### src/rtl/acq_pkg.sv
// Shared types and constants for the acquisition sequencer.
package acq_pkg;

  // Loop-count width; matches the controller's 24-bit configuration words.
  localparam int CNT_W = 24;

  typedef enum logic [2:0] {
    ST_IDLE   = 3'd0,
    ST_HOP    = 3'd1,
    ST_SETTLE = 3'd2,
    ST_ACQ    = 3'd3,
    ST_DONE   = 3'd4
  } state_t;

endpackage

### src/rtl/settle_timer.sv
// Loadable down-counter that flags the last cycle of the settle wait.
module settle_timer #(
  parameter int SETTLE_CYCLES = 16
) (
  input  logic clk,
  input  logic rst_n,
  input  logic load,
  input  logic en,
  output logic expired
);

  localparam int TW = (SETTLE_CYCLES < 2) ? 1 : $clog2(SETTLE_CYCLES + 1);

  logic [TW-1:0] count;

  // Load the full wait on a hop, then count down while settling.
  always_ff @(posedge clk or negedge rst_n) begin
    if (!rst_n) begin
      count <= '0;
    end else if (load) begin
      count <= TW'(SETTLE_CYCLES);
    end else if (en && (count != '0)) begin
      count <= count - TW'(1);
    end
  end

  // Terminal count: the cycle holding 1 is the last settle cycle.
  assign expired = (count <= TW'(1));

endmodule

### src/rtl/acq_sequencer.sv
// Acquisition sequencer: repetition x hop x sample loop with hop triggers,
// settle wait, ADC capture and busy/done reporting.
//
//   state  | meaning
//   -------+---------------------------------------------------------------
//   IDLE   | waiting for cpu_trig; indices hold last values
//   HOP    | hop_trig pulse, settle timer loaded
//   SETTLE | waiting for the generator to settle; adc_valid ignored
//   ACQ    | capturing adc_data on adc_valid until samples words per hop
//   DONE   | run complete; done pulses on the exit edge, busy drops
module acq_sequencer
  import acq_pkg::*;
#(
  parameter int DATA_W        = 16,
  parameter int SETTLE_CYCLES = 16
) (
  input  logic              clk,
  input  logic              rst_n,
  input  logic              cpu_trig,
  input  logic              abort,
  input  logic [CNT_W-1:0]  repetitions,
  input  logic [CNT_W-1:0]  samples,
  input  logic [CNT_W-1:0]  generator_hops,
  input  logic              adc_valid,
  input  logic [DATA_W-1:0] adc_data,
  output logic              hop_trig,
  output logic              sample_we,
  output logic [DATA_W-1:0] sample_data,
  output logic [CNT_W-1:0]  rep_idx,
  output logic [CNT_W-1:0]  hop_idx,
  output logic [CNT_W-1:0]  sample_idx,
  output logic              busy,
  output logic              done
);

  state_t state, state_nxt;

  logic [CNT_W-1:0] reps_q, samp_q, hops_q;
  logic [CNT_W-1:0] rep_cnt, hop_cnt, smp_cnt;

  logic trig_accept;
  logic zero_cfg;
  logic capture;
  logic last_smp, last_hop, last_rep;
  logic timer_load, timer_en, timer_expired;

  assign trig_accept = (state == ST_IDLE) && cpu_trig && !abort;
  assign zero_cfg    = (repetitions == '0) || (samples == '0) || (generator_hops == '0);

  // Counts are never zero once past IDLE, so count-1 cannot underflow.
  assign last_smp = (smp_cnt == samp_q - CNT_W'(1));
  assign last_hop = (hop_cnt == hops_q - CNT_W'(1));
  assign last_rep = (rep_cnt == reps_q - CNT_W'(1));

  assign hop_trig = (state == ST_HOP);

  settle_timer #(
    .SETTLE_CYCLES (SETTLE_CYCLES)
  ) u_settle_timer (
    .clk     (clk),
    .rst_n   (rst_n),
    .load    (timer_load),
    .en      (timer_en),
    .expired (timer_expired)
  );

  // State register.
  always_ff @(posedge clk or negedge rst_n) begin
    if (!rst_n) begin
      state <= ST_IDLE;
    end else begin
      state <= state_nxt;
    end
  end

  // Next-state and per-state strobes; abort wins over everything outside IDLE.
  always_comb begin
    state_nxt  = state;
    timer_load = 1'b0;
    timer_en   = 1'b0;
    capture    = 1'b0;
    case (state)
      ST_IDLE: begin
        if (trig_accept) begin
          state_nxt = zero_cfg ? ST_DONE : ST_HOP;
        end
      end
      ST_HOP: begin
        timer_load = 1'b1;
        if (abort) begin
          state_nxt = ST_IDLE;
        end else if (SETTLE_CYCLES == 0) begin
          state_nxt = ST_ACQ;
        end else begin
          state_nxt = ST_SETTLE;
        end
      end
      ST_SETTLE: begin
        timer_en = 1'b1;
        if (abort) begin
          state_nxt = ST_IDLE;
        end else if (timer_expired) begin
          state_nxt = ST_ACQ;
        end
      end
      ST_ACQ: begin
        capture = adc_valid;
        if (abort) begin
          state_nxt = ST_IDLE;
        end else if (adc_valid && last_smp) begin
          state_nxt = (last_hop && last_rep) ? ST_DONE : ST_HOP;
        end
      end
      ST_DONE: begin
        state_nxt = ST_IDLE;
      end
      default: begin
        state_nxt = ST_IDLE;
      end
    endcase
  end

  // Busy spans trigger acceptance to run end; done pulses on leaving DONE.
  always_ff @(posedge clk or negedge rst_n) begin
    if (!rst_n) begin
      busy <= 1'b0;
      done <= 1'b0;
    end else begin
      done <= 1'b0;
      if (trig_accept) begin
        busy <= 1'b1;
      end else if ((state != ST_IDLE) && abort) begin
        busy <= 1'b0;
      end else if (state == ST_DONE) begin
        busy <= 1'b0;
        done <= 1'b1;
      end
    end
  end

  // Shadow configuration and nested loop counters.
  always_ff @(posedge clk or negedge rst_n) begin
    if (!rst_n) begin
      reps_q  <= '0;
      samp_q  <= '0;
      hops_q  <= '0;
      rep_cnt <= '0;
      hop_cnt <= '0;
      smp_cnt <= '0;
    end else if (trig_accept) begin
      reps_q  <= repetitions;
      samp_q  <= samples;
      hops_q  <= generator_hops;
      rep_cnt <= '0;
      hop_cnt <= '0;
      smp_cnt <= '0;
    end else if (capture && !abort) begin
      if (last_smp) begin
        smp_cnt <= '0;
        if (!last_hop) begin
          hop_cnt <= hop_cnt + CNT_W'(1);
        end else if (!last_rep) begin
          hop_cnt <= '0;
          rep_cnt <= rep_cnt + CNT_W'(1);
        end
      end else begin
        smp_cnt <= smp_cnt + CNT_W'(1);
      end
    end
  end

  // Registered capture path; indices shown are those of the word being strobed.
  always_ff @(posedge clk or negedge rst_n) begin
    if (!rst_n) begin
      sample_we   <= 1'b0;
      sample_data <= '0;
      rep_idx     <= '0;
      hop_idx     <= '0;
      sample_idx  <= '0;
    end else begin
      sample_we <= capture;
      if (capture) begin
        sample_data <= adc_data;
        rep_idx     <= rep_cnt;
        hop_idx     <= hop_cnt;
        sample_idx  <= smp_cnt;
      end else if (trig_accept) begin
        rep_idx    <= '0;
        hop_idx    <= '0;
        sample_idx <= '0;
      end
    end
  end

endmodule

### config.mk
export PLATFORM = sky130hd
export DESIGN_NAME = acq_sequencer
export DESIGN_NICKNAME = d
export VERILOG_FILES = /design/src/rtl/acq_pkg.sv /design/src/rtl/settle_timer.sv /design/src/rtl/acq_sequencer.sv
export SDC_FILE = /design/constraint.sdc
export NUM_CORES = 1
export LEC_CHECK = 0
export CAP_MARGIN = 20
export CORE_MARGIN = 5
export CORE_UTILIZATION = 35
export DETAILED_ROUTE_END_ITERATION = 12
export SYNTH_ARGS = -nofsm -noshare
export SYNTH_HDL_FRONTEND = slang
export SYNTH_SLANG_ARGS = --single-unit
### constraint.sdc
create_clock -name clk -period 10.4 [get_ports clk]
set_input_delay 2.08 -clock clk [delete_from_list [all_inputs] [get_ports clk]]
set_output_delay 2.08 -clock clk [all_outputs]
set_load 0.02 [all_outputs]
Yosys cells after proc, flatten, opt, wreduce, memory -nomap -nowiden
Index checks and enable logic that the tools add are counted.
- word-level logic and storage cells: 97
- bits in registers: 243
- input bits: 93
- output and inout port bits: 92
- mux-type cells: 37
- equality and inequality tests: 12
- order comparisons: 1
- add/sub/neg operators: 7
- reduce and logical (&&, ||, !) cells: 25
- operator list (cell ; count):
    24-bit two-way mux ; 17
    24-bit by 1-bit adder with 24-bit output (second input constant) ; 3
    24-bit equality test ; 3
    24-bit zero test ; 3
    24-bit by 1-bit subtractor with 24-bit output (second input constant) ; 3
    3-bit two-way mux ; 7
    3-bit case mux with 4 select lines ; 1
    5-bit two-way mux ; 2
    2-bit nonzero test ; 5
    1-bit two-way mux ; 9
    3-bit != test (second input constant) ; 3
    1-bit logical AND ; 7
    3-bit by 2-bit equality test with 1-bit output (second input constant) ; 2
    3-bit AND reduction ; 2
    3-bit nonzero test ; 2
    5-bit by 1-bit less-or-equal comparator with 1-bit output (second input constant) ; 1
    5-bit nonzero test ; 1
    5-bit by 1-bit subtractor with 5-bit output (second input constant) ; 1
    2-bit != test (second input constant) ; 2
    4-bit AND reduction ; 1
    3-bit by 1-bit equality test with 1-bit output (second input constant) ; 1
    3-bit equality test (second input constant) ; 1
    3-bit zero test ; 1
    1-bit logical OR ; 2
    2 further kinds ; 2

Logic depth before layout (Yosys ltp)
- depth in word-level cells: 7
- mapped depth: 14
- gate-level depth less buffers: 11

Modules after synthesis
From an unflattened synthesis, not the netlist that was laid out.
- cell total of the unflattened synthesis: 1613
- area, all modules: 13417.9 sq um
- modules (own cells, without submodules) (module ; seq. area each (sq um) ; area an instance (sq um) ; times used ; cells an instance):
    acq_sequencer ; 5955.7 ; 13112.6 ; 1 ; 1583
    settle_timer ; 125.1 ; 305.3 ; 1 ; 30

Worst setup path after synthesis
Ideal clock, no wire load.
- path type: input port to flip-flop
- start: in adc_valid
- end: reg rep_cnt[15]
- cell stages on the path: 10
- setup time: 0.132 ns
- path buffers: 1
- arrival time: 3.728 ns
- slack: 6.541 ns
- data required time: 10.268 ns
- cells stage by stage: nand4b_1 -> nor2_1 -> nor2_1 -> and4b_1 -> and3_1 -> buf_1 -> nand4_1 -> nor4_1 -> xnor2_1 -> nor2_1
- word-level cells in the longest chain between the ends: 4
- ends and longest elaborated chain (what ; line ; text):
    start: declaration ; acq_sequencer.sv:24 ; input logic adc_valid,
    1-bit two-way mux ; acq_sequencer.sv:82 ; case (state)
    1-bit logical AND ; acq_sequencer.sv:157 ; end else if (capture && !abort) begin
    2-bit nonzero test (no source line) ; - ;
    4-bit AND reduction (no source line) ; - ;
    end signal: assignment ; acq_sequencer.sv:164 ; rep_cnt <= rep_cnt + CNT_W'(1);
    end: declaration ; acq_sequencer.sv:39 ; logic [CNT_W-1:0] rep_cnt, hop_cnt, smp_cnt;
Every way passes these cells.
A chain may end at the register's enable or synchronous reset.

Worst setup path in the final report
- start: reg samp_q[0]
- end: reg rep_cnt[9]
- word-level cells in the longest chain between the ends: 4
- ends and longest elaborated chain (what ; line ; text):
    start: declaration ; acq_sequencer.sv:38 ; logic [CNT_W-1:0] reps_q, samp_q, hops_q;
    start signal: assignment ; acq_sequencer.sv:152 ; samp_q <= samples;
    24-bit by 1-bit subtractor with 24-bit output ; acq_sequencer.sv:51 ; assign last_smp = (smp_cnt == samp_q - CNT_W'(1));
    24-bit equality test ; acq_sequencer.sv:51 ;
    2-bit nonzero test (no source line) ; - ;
    4-bit AND reduction (no source line) ; - ;
Every way passes these cells.

==> out/results.ini <==
[routing]
drtAntennaViolNets = 0
post-route-drc-count = 0
vias_per_cell = 5.41
drtIter0Drc = 947
first_pass_iters = 5
wl_per_cell_um = 18.0
vias = 12500
routed_wirelength_um = 41600

[floorplan]
rows = 72
io_pins = 185
die_area_mm2 = 0.0432
die_x_um = 208
core_mm2 = 0.0387
start_util_pct = 35.4
fp.dieH_um = 208

[setup_path]
cp.depth = 12
timing.rr.end = rep_cnt[9]$_DFFE_PN0P_
worstSetupPathType = reg2reg
crit_chain = inv_1, ha_1, nor3b_1, nand4_1, nor4_1, o2111ai_1, a2111oi_0, and4_1, o2111ai_4, buf_4, or4_1, nand2_1
worstPathArrival_ps = 5420
cp_max_fo = 65
critical_path_required_ps = 10900
reg2reg_depth = 12
reg2reg_from = samp_q[0]$_DFFE_PN0P_
crit_path_start_kind = flop
slowest_delay_ps = 810
cpMaxStageDelayCell = nor3b_1
crit_family = simple AND/OR/NAND/NOR gates
rrSetupSlack_ps = 5480
cp-end-kind = flop
critical_path_buf_inv_count = 2

[finish]
multiInputGateArea_mm2 = 0.00711
syn_to_final_growth_pct = 23.0
finish.utilization_pct = 43.5
final_layout_size_suffix_gt1_share_pct = 4.68
ff_latch_area_mm2 = 0.00608
layout_common_cells = nand2_1, dfrtp_1, clkdlybuf4s50_1, nand3_1, o21ai_0
design_area_mm2 = 0.0169
final_common_cell = nand2_1
fill_cells = 3927
antenna_cells = 0
nNetsFinal = 1882

[hold_path]
hold_start = sample_data[12]$_DFFE_PN0P_
hp-class = reg2reg
holdPathEnd = sample_data[12]$_DFFE_PN0P_
min_path_cells = 2

[clock_network]
clk_pin_slew_worst_paths_ps = 60
cts_resized = 0
post-cts-setup-buffers = 0
clockBufferDepth = 3
clockRootBuffer = clkbuf_16
cts_sinks = 243
insertion_delay_ps = 560
numCtsBuffers = 30
hold_buffers = 0
htreeDepth = 1
cts_tree = built

[synth]
yosys.area.top_type = dfrtp_1
ys.flop_type = dfrtp_1
netlist_area_mm2 = 0.0137
synth_top_area_share_pct = 44.4
yosysWarnings = 0
synthArstFlopShare_pct = 100
syn_nets = 1756
syn-instance-count = 1654
syn_area_per_cell_um2 = 8.28
synthTopCellsByArea = dfrtp_1, nand2_1, nand3_1
synth_seq_cells = 243
ys_seq_area_share_pct = 44.4
yosysUniqueCellTypes = 69
synth-edff-count = 0

[global_route]
grt_max_degree = 115
grt_pass1_vias = 12400
overflow = 0
grt_use_total_pct = 18.5
antenna_found_initial = 0
grt_pass1_wl_um = 67600

[status]
status = finished, final reports clean

[timing]
worst_slack_ps = 5480
period_needed_ps = 4920
finalSetupViolations = 0
max_freq_mhz = 203
finClkSkew_ps = 11.2
max_slew_margin_pct = 34.2
tns_ps = 0
rsz0062_at_grt = no
finalHoldViolations = 0
report.final.slew_viol_count = 0
worst_pin_slew_ps = 985
min_period_over_period_pct = 47.3

[place]
dpl_cell_area_mm2 = 0.0159
pre_cts_slack_ps = 5000
port_buffers = 184
hpwlAfterDp_um = 29200
place_congestion = 0.853

[pwr]
leakagePower_nw = 7.35
ir_worst_vdd_uv = 102
powerDensity_mw_per_mm2 = 210

[job]
cap_violations = 0

## cells by family (layout without fill, tap and decap cells)
logic type	Yosys count	in the layout	share of synthesized area, %
xor gates and xnor gates	98	98	6.26
buffers and inverters	137	278	3.94
muxes	29	29	2.15
adders and majority gates	10	10	0.895
AOI/OAI and AO/OA	193	193	8.82
and+or+nand+nor	944	944	33.6
DFF	243	243	44.4
## final cells by class
type | instances | area share (%)
clock buffers | 38 | 4.93
inverters | 30 | 0.668
multi-input cells | 1274 | 42.2
clock inverters | 9 | 0.430
repair buffers | 201 | 11.9
flip-flops and latches | 243 | 36.1
well taps | 518 | 3.84
## tightest hold or removal path, cell delays in order (launching register included)
cell	delay (ps)
dfrtp_1	340
nand2_1	50
nand2_1	60
## worst max-delay path by stage
stage / end / slack (ps) / startpoint
6_report: rep_cnt[9]$_DFFE_PN0P_ / 5480 / samp_q[0]$_DFFE_PN0P_
5_1_grt: rep_cnt[9]$_DFFE_PN0P_ / 5130 / samp_q[0]$_DFFE_PN0P_
3_3_place_gp: hop_cnt[2]$_DFFE_PN0P_ / 5070 / abort
4_1_cts: hop_cnt[2]$_DFFE_PN0P_ / 5410 / hops_q[0]$_DFFE_PN0P_
3_5_place_dp: hop_cnt[2]$_DFFE_PN0P_ / 5000 / abort
2_1_floorplan: rep_cnt[15]$_DFFE_PN0P_ / 6540 / adc_valid
## report_power, final
group	switching, mW	internal, mW	total [mW]
registers	0.266	1.13	1.39
clock network	0.402	0.579	0.980
logic	0.672	0.492	1.16
total	1.34	2.20	3.54
## state kept, by name (all words and copies together), names as in the netlist
| name | count |
|---|---|
| busy | 1 |
| done | 1 |
| hop_cnt | 24 |
| hop_idx | 24 |
| hops_q | 24 |
| rep_cnt | 24 |
| rep_idx | 24 |
| reps_q | 24 |
| samp_q | 24 |
| sample_data | 16 |
| sample_idx | 24 |
| sample_we | 1 |
| smp_cnt | 24 |
| state | 3 |
| u_settle_timer.count | 5 |
## Yosys cell counts, drive strengths merged, types with 15 or more instances
| library cell | number |
|---|---|
| nand4 | 29 |
| clkbuf | 78 |
| nand3b | 26 |
| xor2 | 28 |
| buf | 29 |
| nor4 | 57 |
| nand2 | 445 |
| o21ai | 72 |
| a21oi | 43 |
| and3 | 27 |
| nor2 | 61 |
| nor3 | 58 |
| and4 | 16 |
| or4 | 17 |
| dfrtp | 243 |
| o211ai | 15 |
| xnor2 | 70 |
| inv | 29 |
| nand3 | 137 |
| mux2i | 26 |
## routing by layer
| metal | wire length (um) | GRT usage (%) |
|---|---|---|
| met3 | 2650 | 3.54 |
| met2 | 18900 | 29.4 |
| met4 | 669 | 3.99 |
| met5 | 0 | 0 |
| met1 | 19400 | 26.5 |
## metrics by stage
step | total power, mW | hold slack [ps] | instances
final | 3.54 | 477 | 2313
after CTS | 3.57 | 483 | 2311
after floorplan | 2.17 | 460 | 1654
after global placement | 2.53 | 461 | 2264
after detailed placement | 2.56 | 467 | 2264
after global routing | 3.78 | 503 | 2313
No activity file was read; power rests on OpenSTA's default activity.
